<file path="src/rtl/gfx256_pkg.sv">
// Shared types and constants for the gfx256 render-side Wishbone master.
//   wbm_state_e : request/bus FSM states
//   pend_e      : action to resume once a combining-buffer flush completes
//   LINE_BYTES / LINE_LSB / TAG_W : memory line geometry (32-byte lines)
package gfx256_pkg;

  typedef enum logic [1:0] {
    ST_IDLE,
    ST_FLUSH,
    ST_READ,
    ST_ACK
  } wbm_state_e;

  typedef enum logic [1:0] {
    PEND_NONE,
    PEND_WRITE,
    PEND_READ
  } pend_e;

  localparam int LINE_BYTES = 32;
  localparam int LINE_LSB   = 5;
  localparam int TAG_W      = 32 - LINE_LSB;

endpackage

</file>
<file path="src/rtl/gfx256_wc_line.sv">
// One-line write-combining register: valid bit, line tag, byte mask, data.
// Ports:
//   clk_i, rst_i      clock, async active-high reset (clears valid/tag/mask)
//   clear_i           invalidate line and clear mask (after a write-back)
//   merge_i           merge dat_i bytes selected by sel_i, load tag_i
//   tag_i/sel_i/dat_i incoming request line tag, byte enables, data
//   valid_o/tag_o/mask_o/data_o  current line contents
//   hit_o             valid and tag_i matches the held tag
// clear_i and merge_i together merge into a freshly emptied line.
module gfx256_wc_line
  import gfx256_pkg::*;
#(
  parameter int MDW = 256
) (
  input  logic               clk_i,
  input  logic               rst_i,
  input  logic               clear_i,
  input  logic               merge_i,
  input  logic [TAG_W-1:0]   tag_i,
  input  logic [MDW/8-1:0]   sel_i,
  input  logic [MDW-1:0]     dat_i,
  output logic               valid_o,
  output logic               hit_o,
  output logic [TAG_W-1:0]   tag_o,
  output logic [MDW/8-1:0]   mask_o,
  output logic [MDW-1:0]     data_o
);

  localparam int NB = MDW / 8;

  logic             valid_q;
  logic [TAG_W-1:0] tag_q;
  logic [NB-1:0]    mask_q;
  logic [MDW-1:0]   data_q, data_d;

  always_comb begin
    data_d = data_q;
    for (int b = 0; b < NB; b++) begin
      if (sel_i[b]) data_d[b*8 +: 8] = dat_i[b*8 +: 8];
    end
  end

  always_ff @(posedge clk_i or posedge rst_i) begin
    if (rst_i) begin
      valid_q <= 1'b0;
      tag_q   <= '0;
      mask_q  <= '0;
    end else if (merge_i) begin
      valid_q <= 1'b1;
      tag_q   <= tag_i;
      mask_q  <= (clear_i ? '0 : mask_q) | sel_i;
    end else if (clear_i) begin
      valid_q <= 1'b0;
      mask_q  <= '0;
    end
  end

  // Payload bytes are qualified by mask_q, so they need no reset.
  always_ff @(posedge clk_i) begin
    if (merge_i) data_q <= data_d;
  end

  assign valid_o = valid_q;
  assign hit_o   = valid_q && (tag_q == tag_i);
  assign tag_o   = tag_q;
  assign mask_o  = mask_q;
  assign data_o  = data_q;

endmodule

</file>
<file path="src/rtl/gfx256_render_wbm.sv">
// Renderer pixel-request responder with a one-line write-combining buffer,
// issuing 256-bit Wishbone classic cycles to video memory.
// Ports:
//   clk_i, rst_i                 clock, async active-high reset
//   render_addr_i/sel_i/dat_i    pixel request (byte addr, byte enables, data)
//   write_i, read_i              level requests, held until ack_o
//   ack_o, render_dat_o          completion pulse, read data
//   flush_i                      force write-back of a dirty buffer
//   idle_o                       FSM idle and buffer clean
//   m_*                          Wishbone master (line-aligned addresses)
module gfx256_render_wbm
  import gfx256_pkg::*;
#(
  parameter int MDW           = 256,
  parameter int FLUSH_TIMEOUT = 16
) (
  input  logic               clk_i,
  input  logic               rst_i,
  input  logic [31:0]        render_addr_i,
  input  logic [MDW/8-1:0]   render_sel_i,
  input  logic [MDW-1:0]     render_dat_i,
  input  logic               write_i,
  input  logic               read_i,
  output logic               ack_o,
  output logic [MDW-1:0]     render_dat_o,
  input  logic               flush_i,
  output logic               idle_o,
  output logic               m_cyc_o,
  output logic               m_stb_o,
  output logic               m_we_o,
  output logic [MDW/8-1:0]   m_sel_o,
  output logic [31:0]        m_adr_o,
  output logic [MDW-1:0]     m_dat_o,
  input  logic               m_ack_i,
  input  logic               m_err_i,
  input  logic [MDW-1:0]     m_dat_i
);

  localparam logic [7:0] TMO = 8'(FLUSH_TIMEOUT);

  wbm_state_e state_q, state_d;
  pend_e      pend_q, pend_d;
  logic [7:0] cnt_q, cnt_d;

  logic             line_valid, line_hit, line_merge, line_clear, valid_nx;
  logic [TAG_W-1:0] line_tag;
  logic [MDW/8-1:0] line_mask;
  logic [MDW-1:0]   line_data;
  logic             bus_done;

  logic             cyc_q, stb_q, we_q, ack_q, idle_q;
  logic [MDW/8-1:0] sel_q;
  logic [31:0]      adr_q;
  logic [MDW-1:0]   mdat_q, rdat_q;

  // Byte offset within the line never reaches the bus.
  logic unused_addr_lsb;
  assign unused_addr_lsb = ^render_addr_i[LINE_LSB-1:0];

  gfx256_wc_line #(.MDW(MDW)) u_line (
    .clk_i   (clk_i),
    .rst_i   (rst_i),
    .clear_i (line_clear),
    .merge_i (line_merge),
    .tag_i   (render_addr_i[31:LINE_LSB]),
    .sel_i   (render_sel_i),
    .dat_i   (render_dat_i),
    .valid_o (line_valid),
    .hit_o   (line_hit),
    .tag_o   (line_tag),
    .mask_o  (line_mask),
    .data_o  (line_data)
  );

  assign bus_done = m_ack_i | m_err_i;

  always_comb begin
    state_d    = state_q;
    pend_d     = pend_q;
    cnt_d      = cnt_q;
    line_merge = 1'b0;
    line_clear = 1'b0;
    case (state_q)
      ST_IDLE: begin
        cnt_d = '0;
        if (write_i) begin
          if (!line_valid || line_hit) begin
            line_merge = 1'b1;
            state_d    = ST_ACK;
          end else begin
            state_d = ST_FLUSH;
            pend_d  = PEND_WRITE;
          end
        end else if (read_i) begin
          // Reads always drain the buffer first, hit or miss.
          if (line_valid) begin
            state_d = ST_FLUSH;
            pend_d  = PEND_READ;
          end else begin
            state_d = ST_READ;
          end
        end else if (line_valid) begin
          if (flush_i || (cnt_q + 8'd1 == TMO)) begin
            state_d = ST_FLUSH;
            pend_d  = PEND_NONE;
          end else begin
            cnt_d = cnt_q + 8'd1;
          end
        end
      end
      ST_FLUSH: begin
        if (bus_done) begin
          line_clear = 1'b1;
          pend_d     = PEND_NONE;
          case (pend_q)
            PEND_WRITE: begin
              // Request is still held stable: merge into the emptied line.
              line_merge = 1'b1;
              state_d    = ST_ACK;
            end
            PEND_READ: state_d = ST_READ;
            default:   state_d = ST_IDLE;
          endcase
        end
      end
      ST_READ: begin
        if (bus_done) state_d = ST_ACK;
      end
      ST_ACK: state_d = ST_IDLE;
      default: state_d = ST_IDLE;
    endcase
  end

  assign valid_nx = line_merge | (line_valid & ~line_clear);

  always_ff @(posedge clk_i or posedge rst_i) begin
    if (rst_i) begin
      state_q <= ST_IDLE;
      pend_q  <= PEND_NONE;
      cnt_q   <= '0;
      cyc_q   <= 1'b0;
      stb_q   <= 1'b0;
      we_q    <= 1'b0;
      sel_q   <= '0;
      adr_q   <= '0;
      mdat_q  <= '0;
      ack_q   <= 1'b0;
      rdat_q  <= '0;
      idle_q  <= 1'b1;
    end else begin
      state_q <= state_d;
      pend_q  <= pend_d;
      cnt_q   <= cnt_d;
      ack_q   <= (state_d == ST_ACK);
      idle_q  <= (state_d == ST_IDLE) && !valid_nx;

      // Exit of a bus state first, so a FLUSH->READ handoff re-raises cyc.
      if ((state_q == ST_FLUSH || state_q == ST_READ) && bus_done) begin
        cyc_q <= 1'b0;
        stb_q <= 1'b0;
        we_q  <= 1'b0;
      end
      if (state_q == ST_READ && bus_done) begin
        rdat_q <= m_err_i ? '0 : m_dat_i;
      end
      if (state_q != ST_FLUSH && state_d == ST_FLUSH) begin
        cyc_q  <= 1'b1;
        stb_q  <= 1'b1;
        we_q   <= 1'b1;
        adr_q  <= {line_tag, {LINE_LSB{1'b0}}};
        sel_q  <= line_mask;
        mdat_q <= line_data;
      end
      if (state_q != ST_READ && state_d == ST_READ) begin
        cyc_q <= 1'b1;
        stb_q <= 1'b1;
        we_q  <= 1'b0;
        adr_q <= {render_addr_i[31:LINE_LSB], {LINE_LSB{1'b0}}};
        sel_q <= render_sel_i;
      end
    end
  end

  assign ack_o        = ack_q;
  assign render_dat_o = rdat_q;
  assign idle_o       = idle_q;
  assign m_cyc_o      = cyc_q;
  assign m_stb_o      = stb_q;
  assign m_we_o       = we_q;
  assign m_sel_o      = sel_q;
  assign m_adr_o      = adr_q;
  assign m_dat_o      = mdat_q;

endmodule

</file>
<file path="config.mk">
export PLATFORM = sky130hd
export DESIGN_NAME = gfx256_render_wbm
export DESIGN_NICKNAME = d
export VERILOG_FILES = /design/src/rtl/gfx256_pkg.sv /design/src/rtl/gfx256_wc_line.sv /design/src/rtl/gfx256_render_wbm.sv
export SDC_FILE = /design/constraint.sdc
export NUM_CORES = 1
export LEC_CHECK = 0
export CAP_MARGIN = 20
export CORE_AREA = 2 2 459 461
export DETAILED_ROUTE_END_ITERATION = 7
export DIE_AREA = 0 0 461 463
export PLACE_DENSITY = 0.41
export SYNTH_ARGS = -nofsm -noshare
export SYNTH_HDL_FRONTEND = slang
export SYNTH_SLANG_ARGS = --single-unit
</file>
<file path="constraint.sdc">
create_clock -name clk_i -period 22.4 [get_ports clk_i]
set_clock_uncertainty 0.2 [all_clocks]
set_input_delay 2.24 -clock clk_i [delete_from_list [all_inputs] [get_ports clk_i]]
set_output_delay 2.24 -clock clk_i [all_outputs]
set_load 0.05 [all_outputs]
</file>
==> impl_table.tex <==
\begin{tabular}{lr}
\hline
Metric & Value \\
\hline
\multicolumn{2}{l}{\textbf{Status}} \\
\quad Status & complete, no violations \\
\multicolumn{2}{l}{\textbf{Synthesis}} \\
\quad Mean instance size in the synthesized netlist & roughly 14 µm² \\
\quad Synthesized flop and latch total & between 900 and 1000 \\
\quad Count of mapped cells out of synthesis & roughly 2600 \\
\quad Cells taking the most area after synthesis & dfrtp\_1 (46\%), edfxtp\_1 (22\%), mux2\_2 (6.9\%) \\
\quad Combined area of all synthesized cells & 0.0350 mm² \\
\quad Dominant cell by count in the synthesized netlist & dfrtp\_1 \\
\quad Proportion of synthesized chip area in sequential cells & between 60\% and 70\% \\
\quad Yosys cell types & 58 \\
\quad Synthesized-area fraction occupied by and/or/nand/nor cells & around 9\% \\
\quad Most frequently used flop master after synthesis & dfrtp\_1 \\
\quad EDFF count, synth & $\sim$260 \\
\quad Dominant combinational cell family by area after synthesis & compound AO/OA/AOI/OAI gates \\
\quad Most frequent cells after synthesis & dfrtp\_1 (646), nand2\_1 (268), o21ai\_0 (264), nand2b\_1 (257), edfxtp\_1 (256) \\
\quad Cell type with the highest aggregate area in the netlist & dfrtp\_1 \\
\quad Complex-gate fraction of the synthesized area & roughly a tenth \\
\quad Share of flip-flops with an asynchronous set or reset & a little under three quarters \\
\quad Synth warn & 0 \\
\quad Mux cell area share after synthesis & 9.19\% \\
\quad Portion of synthesized cell area occupied by the leading cell type & between 40\% and 50\% \\
\quad Adder-cell share of the synthesized area & 0.286\% \\
\quad XOR/XNOR share of the synthesized area & 0.751\% \\
\multicolumn{2}{l}{\textbf{Layout}} \\
\quad Number of fill cells in the layout & roughly 22000 \\
\quad Area Overhead vs Synth & 52.7\% \\
\quad Nets & 4286 \\
\quad Final non-filler cell total & approximately 6600 \\
\quad Layout cells sized above 1 & 11.4\% \\
\multicolumn{2}{l}{\textbf{Detailed routing}} \\
\quad Routed length per placed instance & 23.4 µm \\
\quad Total length of routed wires & about 150 mm \\
\quad Number of DRC markers in iteration 0 & approximately 1300 \\
\quad Detailed-routing iteration count for the pre-antenna-repair pass & 5 \\
\quad Number of nets with antenna violations after detailed routing & 0 \\
\quad DRC viols & 0 \\
\quad Via/cell ratio & 3.77 \\
\quad Number of vias in the routed layout & 24952 \\
\multicolumn{2}{l}{\textbf{Die}} \\
\quad \# IOs & between 1000 and 1500 \\
\quad Die area & 0.213 mm² \\
\quad Number of placement rows & around 170 \\
\quad Initial core utilization & roughly 17\% \\
\quad Die Y & roughly 460 µm \\
\quad Floorplan core area & 0.209 mm² \\
\quad X dimension of the die & around 460 µm \\
\multicolumn{2}{l}{\textbf{Placed design}} \\
\quad Final weighted congestion of routability-driven global placement & around 0.77 \\
\quad Detailed placer's ending HPWL & between 100 and 150 mm \\
\quad Buffers on Ports & approximately 1200 \\
\quad Placed Cells & $\sim$6400 \\
\multicolumn{2}{l}{\textbf{Timing}} \\
\quad Setup repair after global routing missed its margin & false \\
\quad Ratio of final minimum period to clock period & about 33\% \\
\quad Final count of negative-setup-slack endpoints & 0 \\
\quad Maximum achievable frequency & approximately 130 MHz \\
\quad Final hold vios & 0 \\
\quad Least-Margin Pin Slew & 1080 ps \\
\quad Setup TNS & 0 ps \\
\quad Max-Slew Margin vs Limit & about 28\% \\
\quad Pins over their slew limit & 0 \\
\quad Tmin final & between 7000 and 8000 ps \\
\multicolumn{2}{l}{\textbf{Pwr}} \\
\quad Leakage power figure & about 20 nW \\
\quad Power Density & between 150 and 200 mW/mm² \\
\quad Largest vdd supply drop & approximately 0.00012 V \\
\multicolumn{2}{l}{\textbf{Clock tree}} \\
\quad Clock Pin Slew Worst Setup and Hold Paths & $\sim$60 ps \\
\quad CTS root buffer & clkbuf\_16 \\
\quad Total of hold buffers inserted after clock tree synthesis & 0 \\
\quad Insertion delay of the later-clocked pin in the worst-skew pair & slightly below 800 ps \\
\quad Post-CTS Repair Setup Buffers & 0 \\
\quad CTS tree & yes \\
\quad Number of clock sinks & around 900 \\
\quad CTS Buffer Depth & 3 \\
\quad Number of levels in the clock H-tree & 3 \\
\quad Number of CTS-inserted buffers & approximately 110 \\
\quad Number of gates resized after CTS & 0 \\
\multicolumn{2}{l}{\textbf{Worst setup path}} \\
\quad Max FO, Critical Path & 66 \\
\quad Startpoint kind of the worst setup timing path & input pin \\
\quad Endpoint kind of the worst setup timing path & flop \\
\quad Largest stage delay, worst path & 890 ps \\
\quad Ordered list of cells on the worst path & clkdlybuf4s50\_1 -> xor2\_1 -> nor4\_1 -> nand4\_1 -> o21a\_4 -> and4\_4 -> buf\_4 -> buf\_4 -> mux2\_2 \\
\quad Critical path data required time & between 20000 and 25000 ps \\
\quad Data arrival time of the worst path & about 8000 ps \\
\quad Top cell by count, worst path & buf\_4 \\
\quad Max stage delay cell, worst path & and4\_4 \\
\quad CP top delay family & buffers and inverters \\
\quad Classification of the worst setup path & in -> reg \\
\quad WP buf/inv & 3 \\
\multicolumn{2}{l}{\textbf{GRT}} \\
\quad Pin count of the biggest net entering global routing & 227 \\
\quad Global routing usage on met3 & under 10\% \\
\quad Wire length of the first global-routing pass & 213 mm \\
\quad Met2 GRT Util & around 25\% \\
\quad Most Crowded Layer GR & met2 \\
\quad Vias in the first global route & between 20000 and 30000 \\
\quad Overflow after GRT & 0 \\
\quad Global-route usage over all layers & between 10\% and 20\% \\
\quad Global routing met1 resource utilization & around 14\% \\
\quad Antenna violations before repair & 53 \\
\multicolumn{2}{l}{\textbf{Job}} \\
\quad MaxCap Viol Count & 0 \\
\multicolumn{2}{l}{\textbf{Worst hold path}} \\
\quad Hold WC Path Type & reg -> reg \\
\hline
\end{tabular}
cell type report:
type                    count  area [µm²]  area share [%]
inverters                  68         264           0.494
clock buffers             161        3200            5.99
repair buffers           1179       11800            22.1
well taps                2805        3510            6.57
diodes                     22        55.1           0.103
multi-input cells        1429       10100            18.8
clock inverters            55         678            1.27
flip-flops and latches    903       23900            44.7
cell usage in the layout, fill, tap and decap left out, types with 6 or more instances in the layout:
cell and count:
a22o_1 33, clkbuf_1 31, edfxtp_1 256, clkdlybuf4s50_1 1152, buf_12 6, clkinv_2 18
diode_2 22, clkbuf_8 15, ha_1 8, nand2b_1 257, mux2_2 215, a41oi_1 59
and2_1 35, bufinv_16 10, clkbuf_16 115, o21ai_0 263, a211oi_1 60, dfrtp_1 646
mux2_1 69, xnor2_1 12, buf_4 19, nand2_1 266, nand3_1 6, a221oi_1 59
clkinv_1 14, xor2_1 18, inv_1 66, nor2_1 7
sequential cells by signal, summed over array words and instances (netlist names):
name,count
ack_o,1
idle_o,1
u_line.mask_o,32
m_adr_o,27
cnt_q,8
pend_q,2
u_line.data_o,256
m_we_o,1
m_sel_o,32
u_line.tag_o,27
m_dat_o,256
render_dat_o,256
m_stb_o,1
state_q,2
u_line.valid_o,1
where the power goes:
group          leakage [nW]  switching [W]  total [W]  internal (W)
sequential             10.3       0.000321    0.00265       0.00232
combinational          8.16        0.00313    0.00470       0.00157
clock                  1.89       0.000799    0.00192       0.00112
total                  20.4        0.00425    0.00926       0.00501
through the flow:
| stage | cell area (µm²) | setup slack (ps) | hold WS [ps] | total power [W] | utilization, % |
|---|---|---|---|---|---|
| final | 53500 | 14980 | 241 | 0.00926 | 25.6 |
| after global routing | 53400 | 14790 | 260 | 0.00975 | 25.6 |
| after CTS | 53400 | 14840 | 243 | 0.00946 | 25.6 |
| after detailed placement | 49500 | 13950 | 248 | 0.00749 | 23.7 |
| after global placement | 49500 | 13940 | 242 | 0.00745 | 23.7 |
| after floorplan | 35000 | 1830 | 239 | 0.00563 | - |
path summary, 6_finish.rpt:
kind                                                 endpoint  depth (start not counted)                    startpoint  slack, ps
worst max-delay path                 m_dat_o[143]$_DFFE_PP0P_                          9             render_addr_i[21]      14980
worst min-delay path                  m_dat_o[94]$_DFFE_PP0P_                          1   u_line.data_o[94]$_DFFE_PP_        240
worst max register to register       m_dat_o[143]$_DFFE_PP0P_                          8  u_line.tag_o[16]$_DFFE_PP0N_      16600
worst min register to register        m_dat_o[94]$_DFFE_PP0P_                          1   u_line.data_o[94]$_DFFE_PP_        240
max in group asynchronous            m_dat_o[144]$_DFFE_PP0P_                          6                         rst_i      16570
min in group asynchronous       render_dat_o[202]$_DFFE_PP0P_                          2                         rst_i       1800
metal layers:
| metal | wire (µm) | part of all wire [%] |
|---|---|---|
| met3 | 16900 | 11 |
| met1 | 54100 | 35 |
| met4 | 5530 | 3.6 |
| met2 | 77900 | 50 |
| met5 | 353 | 0.23 |
cells by family (layout without fill, tap and decap cells):
group / count (synthesis) / count (layout)
DFF: 903 / 903
and+or+nand+nor: 599 / 599
AOI/OAI and AO/OA: 501 / 501
muxes: 286 / 286
buffers and inverters: 263 / 1463
xor gates and xnor gates: 30 / 30
adders and majority gates: 8 / 8
other: 1 / 27
(Power assumes the default switching activity.)
